==> src/rtl/alu_cmd_issuer.sv <==
// Issues packed ALU commands under valid/ready and checks the in-order results
// against a locally computed expected value held in a small scoreboard.
module alu_cmd_issuer #(
  parameter int DEPTH = 4,
  parameter int CNT_W = 16
) (
  input  logic             i_clk,
  input  logic             i_reset,
  input  logic             i_req_valid,
  output logic             o_req_ready,
  input  logic [3:0]       i_req_data1,
  input  logic [3:0]       i_req_data2,
  input  logic [1:0]       i_req_op,
  output logic             o_cmd_valid,
  input  logic             i_cmd_ready,
  output logic [9:0]       o_cmd_data,
  input  logic             i_rsp_valid,
  input  logic [8:0]       i_rsp_result,
  output logic             o_out_valid,
  input  logic             i_out_ready,
  output logic [8:0]       o_out_result,
  output logic [8:0]       o_out_expected,
  output logic [1:0]       o_out_op,
  output logic             o_out_mismatch,
  input  logic             i_flush,
  output logic             o_flush_done,
  output logic             o_err_unexpected,
  output logic [CNT_W-1:0] o_cmd_count,
  output logic [CNT_W-1:0] o_mismatch_count
);

  localparam int PW = $clog2(DEPTH);
  localparam logic [PW:0] FULL = (PW + 1)'(DEPTH);

  typedef enum logic [1:0] {RUN, DRAIN, IDLE} state_t;

  state_t           r_state;
  state_t           w_next_state;
  logic [PW-1:0]    r_tail;
  logic [PW-1:0]    r_rsp_ptr;
  logic [PW-1:0]    r_head;
  logic [PW:0]      r_occ;
  logic [PW:0]      r_issued;
  logic [1:0]       r_op  [DEPTH];
  logic [8:0]       r_exp [DEPTH];
  logic [8:0]       r_res [DEPTH];
  logic [DEPTH-1:0] r_done;
  logic             r_cmd_valid;
  logic [9:0]       r_cmd_data;
  logic             r_err;
  logic [CNT_W-1:0] r_cmd_count;
  logic [CNT_W-1:0] r_mis_count;

  logic       w_acc;
  logic       w_cmd_hs;
  logic       w_rsp_ok;
  logic       w_out_hs;
  logic       w_drain_done;
  logic [8:0] w_exp;

  // Readiness uses registered occupancy only, so a same-cycle free never opens a slot.
  assign o_req_ready  = !i_reset && (r_state == RUN) && (r_occ < FULL) &&
                        (!r_cmd_valid || i_cmd_ready);
  assign w_acc        = i_req_valid && o_req_ready;
  assign w_cmd_hs     = r_cmd_valid && i_cmd_ready;
  assign w_rsp_ok     = i_rsp_valid && (r_issued != '0);
  assign o_out_valid  = r_done[r_head];
  assign w_out_hs     = o_out_valid && i_out_ready;
  assign w_drain_done = (r_occ == '0) && !r_cmd_valid;

  assign o_out_result     = r_res[r_head];
  assign o_out_expected   = r_exp[r_head];
  assign o_out_op         = r_op[r_head];
  assign o_out_mismatch   = o_out_result != o_out_expected;
  assign o_cmd_valid      = r_cmd_valid;
  assign o_cmd_data       = r_cmd_data;
  assign o_err_unexpected = r_err;
  assign o_cmd_count      = r_cmd_count;
  assign o_mismatch_count = r_mis_count;

  always_comb begin
    w_exp = '0;
    case (i_req_op)
      2'd0:    w_exp = {4'b0, {1'b0, i_req_data1} + {1'b0, i_req_data2}};
      2'd1:    w_exp = {5'b0, i_req_data1} - {5'b0, i_req_data2};
      2'd2:    w_exp = {1'b0, {4'b0, i_req_data1} * {4'b0, i_req_data2}};
      default: w_exp = (i_req_data2 == 4'd0) ? 9'h1FF : {5'b0, i_req_data1 / i_req_data2};
    endcase
  end

  always_comb begin
    w_next_state = r_state;
    o_flush_done = 1'b0;
    case (r_state)
      RUN:     if (i_flush) w_next_state = DRAIN;
      DRAIN: begin
        if (w_drain_done) begin
          o_flush_done = !i_reset;
          w_next_state = IDLE;
        end
      end
      IDLE:    if (!i_flush) w_next_state = RUN;
      default: w_next_state = RUN;
    endcase
  end

  always_ff @(posedge i_clk) begin
    if (i_reset) r_state <= RUN;
    else         r_state <= w_next_state;
  end

  always_ff @(posedge i_clk) begin
    if (i_reset) begin
      r_cmd_valid <= 1'b0;
      r_cmd_data  <= '0;
    end else if (w_acc) begin
      r_cmd_valid <= 1'b1;
      r_cmd_data  <= {i_req_op, i_req_data2, i_req_data1};
    end else if (w_cmd_hs) begin
      r_cmd_valid <= 1'b0;
      r_cmd_data  <= '0;
    end
  end

  // Allocation, result capture and free never target the same entry in one cycle.
  always_ff @(posedge i_clk) begin
    if (i_reset) begin
      r_tail    <= '0;
      r_rsp_ptr <= '0;
      r_head    <= '0;
      r_done    <= '0;
      for (int i = 0; i < DEPTH; i++) begin
        r_op[i]  <= '0;
        r_exp[i] <= '0;
        r_res[i] <= '0;
      end
    end else begin
      if (w_acc) begin
        r_op[r_tail]   <= i_req_op;
        r_exp[r_tail]  <= w_exp;
        r_done[r_tail] <= 1'b0;
        r_tail         <= r_tail + 1'b1;
      end
      if (w_rsp_ok) begin
        r_res[r_rsp_ptr]  <= i_rsp_result;
        r_done[r_rsp_ptr] <= 1'b1;
        r_rsp_ptr         <= r_rsp_ptr + 1'b1;
      end
      if (w_out_hs) begin
        r_done[r_head] <= 1'b0;
        r_head         <= r_head + 1'b1;
      end
    end
  end

  always_ff @(posedge i_clk) begin
    if (i_reset) begin
      r_occ       <= '0;
      r_issued    <= '0;
      r_err       <= 1'b0;
      r_cmd_count <= '0;
      r_mis_count <= '0;
    end else begin
      if (w_acc && !w_out_hs)      r_occ <= r_occ + 1'b1;
      else if (!w_acc && w_out_hs) r_occ <= r_occ - 1'b1;
      if (w_cmd_hs && !w_rsp_ok)      r_issued <= r_issued + 1'b1;
      else if (!w_cmd_hs && w_rsp_ok) r_issued <= r_issued - 1'b1;
      if (i_rsp_valid && (r_issued == '0)) r_err <= 1'b1;
      if (w_cmd_hs && (r_cmd_count != '1)) r_cmd_count <= r_cmd_count + 1'b1;
      if (w_out_hs && o_out_mismatch && (r_mis_count != '1))
        r_mis_count <= r_mis_count + 1'b1;
    end
  end

endmodule

==> config.mk <==
export PLATFORM = sky130hd
export DESIGN_NAME = alu_cmd_issuer
export DESIGN_NICKNAME = d
export VERILOG_FILES = /design/src/rtl/alu_cmd_issuer.sv
export SDC_FILE = /design/constraint.sdc
export NUM_CORES = 1
export LEC_CHECK = 0
export BUFFER_PORTS_ARGS = -buffer_cell sky130_fd_sc_hd__buf_2
export CORE_MARGIN = 2
export CORE_UTILIZATION = 35
export CTS_CLUSTER_SIZE = 8
export DETAILED_ROUTE_END_ITERATION = 6
export PLACE_DENSITY = 0.67
export SLEW_MARGIN = 20
export SYNTH_ARGS = -nofsm -noshare
export SYNTH_HDL_FRONTEND = slang
export SYNTH_SLANG_ARGS = --single-unit
==> constraint.sdc <==
create_clock -name i_clk -period 3.4 [get_ports i_clk]
set_input_delay 0.17 -clock i_clk [delete_from_list [all_inputs] [get_ports i_clk]]
set_output_delay 0.17 -clock i_clk [all_outputs]
set_load 0.01 [all_outputs]
==> run metrics <==
status complete, no violations; Post-Syn Area per Cell 10.74 µm²; Die Ht 150.2 µm; critical path peak fanout 5; max-slew violations 0; GRT overflow 0; CTS Buf Count 17; I/O Pins 94; Synth Register Bits 144; Worst-path clk slew 0.06 ns; total track usage 15.63%; Seq pwr share 41.0%; number of global-route vias before repair 5320; Seq/Total Area, Yosys 49.27%; H-tree Lvls 4; dpl hpwl 11990 µm; Synth area leaders edfxtp_1 (32%), dfxtp_1 (17%), ha_1 (8.2%); Max Clk Rate 307.5 MHz; Crit path top cell by count ha_4; cells after synthesis 696; Routed Antenna Nets 0; width of the die 150.2 µm; Hold WC Path Type in2reg; Fin. Hold Viols 0; Yosys top cell by area edfxtp_1; clk buf depth 2; IO buf count 93; largest net degree at the start of global routing 76; share of the synthesized area in the top cell type 32.13%; final period utilization 95.63%; peak supply drop 0.3788 mV; final clock skew 0.01652 ns; initial antenna violation count 0; Top FF cell, synth edfxtp_1; vias 5444; Worst Path Arrival 3.39 ns; antenna cells 0; maxcap violations 0; Wirelength per Cell 15.54 µm; ys async rst share 0%; share of layout cells above drive strength 1 24.40%; first-pass GRT wire length 27260 µm; Tmin final 3.252 ns; slowest stage delay, CP 0.34 ns; clock power share 34.7%; CTS tree built; drt total wl 17270 µm; clock root buffer clkbuf_16; LEAKAGE 3.760 nW; placed instance count 1074; Final Non-Filler Cells 1111; CP cell instances buf_6 -> clkinvlp_4 -> ha_4 -> a21oi_4 -> ha_4 -> o21a_1 -> o211ai_1 -> o21ai_1 -> ha_1 -> o21a_1 -> o21ai_2 -> a21oi_2 -> mux2_4 -> ha_4 -> a21boi_2 -> o21ai_1 -> nand3b_1 -> nand3_2 -> nor2_1; critical path class in2reg; critical path's top delay family compound AO/OA/AOI/OAI gates; die area 22550 µm²; clock sink total 144; DR pass1 iterations 4; slew margin rel. 46.27%; core region area 21020 µm²; final count of negative-setup-slack endpoints 0; unique cell type count in the Yosys netlist 49; RSZ-0062 raised after global routing true; Finished Core Util 43.72%; row count 53; Comb pwr share 24.3%; Vias/cell 4.900; Ys Warns 0; Residual DRC 0; Post-synth EDFFs 80; final layout net count 906; CP startpoint kind input pin; pwr dens 571.1 nW/µm²; Initial Utilization 35.56%; area grow syn2layout 22.95%; Clk Latency, worst-skew pair 0.43 ns; fillers 1990; Int Pwr 3.624 mW; Detailed Route Iter0 Violations 291; NetSw 1.625 mW; Syn Nets 779; switching fraction of total power 30.95%; Worst-Margin Slew 0.8059 ns; Critical Path Slowest Stage Cell mux2_4; Worst Setup End Kind flip-flop; synthesized area 7476 µm²; Worst Path Required 3.54 ns; CP bufs+invs 2; Routability Congestion 0.8169
-- repair_timing --
| item | 4_1_cts | 5_1_grt |
|---|---|---|
| hold endpoints to repair | 1 | 0 |
| resized for setup | 0 | 14 |
| hold buffers | 1 | 0 |
| endpoints found under the setup margin | 0 | 4 |
| buffers inserted | 0 | 4 |
-- cell type report --
type / count / area (µm²) / share of cell area [%]
Inverter: 51 / 195.2 / 2.124
Sequential cell: 144 / 3684 / 40.08
Clock buffer: 17 / 425.4 / 4.628
Clock inverter: 15 / 146.4 / 1.593
Timing Repair Buffer: 131 / 792.0 / 8.617
Tap cell: 275 / 344.1 / 3.744
Multi-Input combinational cell: 478 / 3605 / 39.22
-- worst min-delay path, stage by stage --
cell and delay (ns):
buf_2 0.08, a31oi_1 0.08, nor2_1 0.07
-- path summary, 6_finish.rpt --
path                                      end  slack [ns]            from  depth (start not counted)
worst max register to register    r_exp[2][0]        0.56     o_cmd_valid                          6
worst min-delay path               r_state[1]        0.02         i_flush                          3
worst min register to register  o_cmd_data[0]        0.47   o_cmd_data[0]                          2
worst max-delay path              r_exp[0][0]        0.15  i_req_data2[0]                         19
-- Yosys cell counts (2+ instances only) --
master,n
a211o_1,2
a211oi_1,5
a21o_1,5
a21oi_1,30
a22oi_1,4
a31o_2,2
a31oi_1,4
and2_1,39
and4_1,2
buf_1,3
buf_4,2
clkbuf_1,17
dfxtp_1,64
edfxtp_1,80
fa_1,8
ha_1,49
inv_1,50
mux2_2,2
mux2i_1,4
mux4_2,21
nand2_1,47
nand2b_1,5
nand3_1,32
nand4_1,3
nor2_1,91
nor2b_1,2
nor3_1,13
nor4_1,8
nor4b_1,2
o21a_1,2
o21ai_0,24
o31ai_1,2
or2_2,4
or3_1,7
xnor2_1,32
xor2_1,16
-- power by group through the flow --
| stage | registers (mW) | clock network, mW | logic (mW) |
|---|---|---|---|
| 5_1_grt | 2.17 | 1.93 | 1.42 |
| 4_1_cts | 2.15 | 1.85 | 1.27 |
| 3_5_place_dp | 2.19 | 0 | 1.27 |
| 3_3_place_gp | 2.18 | 0 | 1.24 |
| 6_report | 2.15 | 1.82 | 1.28 |
| 2_1_floorplan | 2.17 | 0 | 0.846 |
-- metal layers --
layer  wire length [µm]  vias to the layer above  global-route usage, %
met2               8241                      144                  25.50
li1                   -                     2688                      -
met3                908                       17                  4.333
met1               7914                     2595                  20.30
met4                202                        0                  4.670
met5                  0                        -                      0
-- metrics by stage --
stage / hold slack (ns) / instance area (µm²) / power, mW / setup TNS, ns / setup WS [ns]
final: 0.02175 / 9191 / 5.249 / 0 / 0.1484
after global routing: 0.04752 / 9191 / 5.523 / -0.2551 / -0.07759
after CTS: 0.007654 / 9096 / 5.279 / 0 / 0.09968
after detailed placement: 0.4204 / 8514 / 3.454 / -1.215 / -0.3129
after global placement: 0.4138 / 8514 / 3.422 / -0.8767 / -0.2290
after floorplan: 0.3060 / 7540 / 3.013 / -0.2128 / -0.05853
-- placed cells by master, fill, tap and decap left out, types with 6 or more instances in the layout --
master | netlist | layout
nor2_1 | 91 | 90
buf_2 | 1 | 90
edfxtp_1 | 80 | 80
dfxtp_1 | 64 | 64
inv_1 | 50 | 49
nand2_1 | 47 | 47
ha_1 | 49 | 46
and2_1 | 39 | 39
buf_4 | 2 | 35
xnor2_1 | 32 | 32
nand3_1 | 32 | 31
a21oi_1 | 30 | 27
mux4_2 | 21 | 21
o21ai_0 | 24 | 21
clkbuf_16 | 0 | 17
xor2_1 | 16 | 16
nor3_1 | 13 | 12
nor4_1 | 8 | 8
fa_1 | 8 | 8
or3_1 | 7 | 7
inv_6 | 0 | 6
-- sequential cells by signal, indices dropped and copies added (netlist names), named ones only --
| register | flops |
|---|---|
| o_cmd_valid | 1 |
| r_tail | 2 |
| r_head | 2 |
| r_exp | 36 |
| o_mismatch_count | 16 |
| o_err_unexpected | 1 |
| o_cmd_count | 16 |
| r_issued | 3 |
| r_state | 2 |
| o_cmd_data | 10 |
| r_done | 4 |
| r_op | 8 |
| r_occ | 3 |
| r_rsp_ptr | 2 |
| r_res | 36 |
-- logic make-up (layout without fill, tap and decap cells) --
logic type	count (synthesis)	count (layout)	synth area share [%]
simple gates	258	258	16.39
flops	144	144	49.27
buf+inv	74	214	3.832
mux	27	27	7.163
xor+xnor	48	48	5.623
fa+ha+maj	57	57	10.34
compound gates	88	88	7.381
Power figures use the tool's default switching activity.
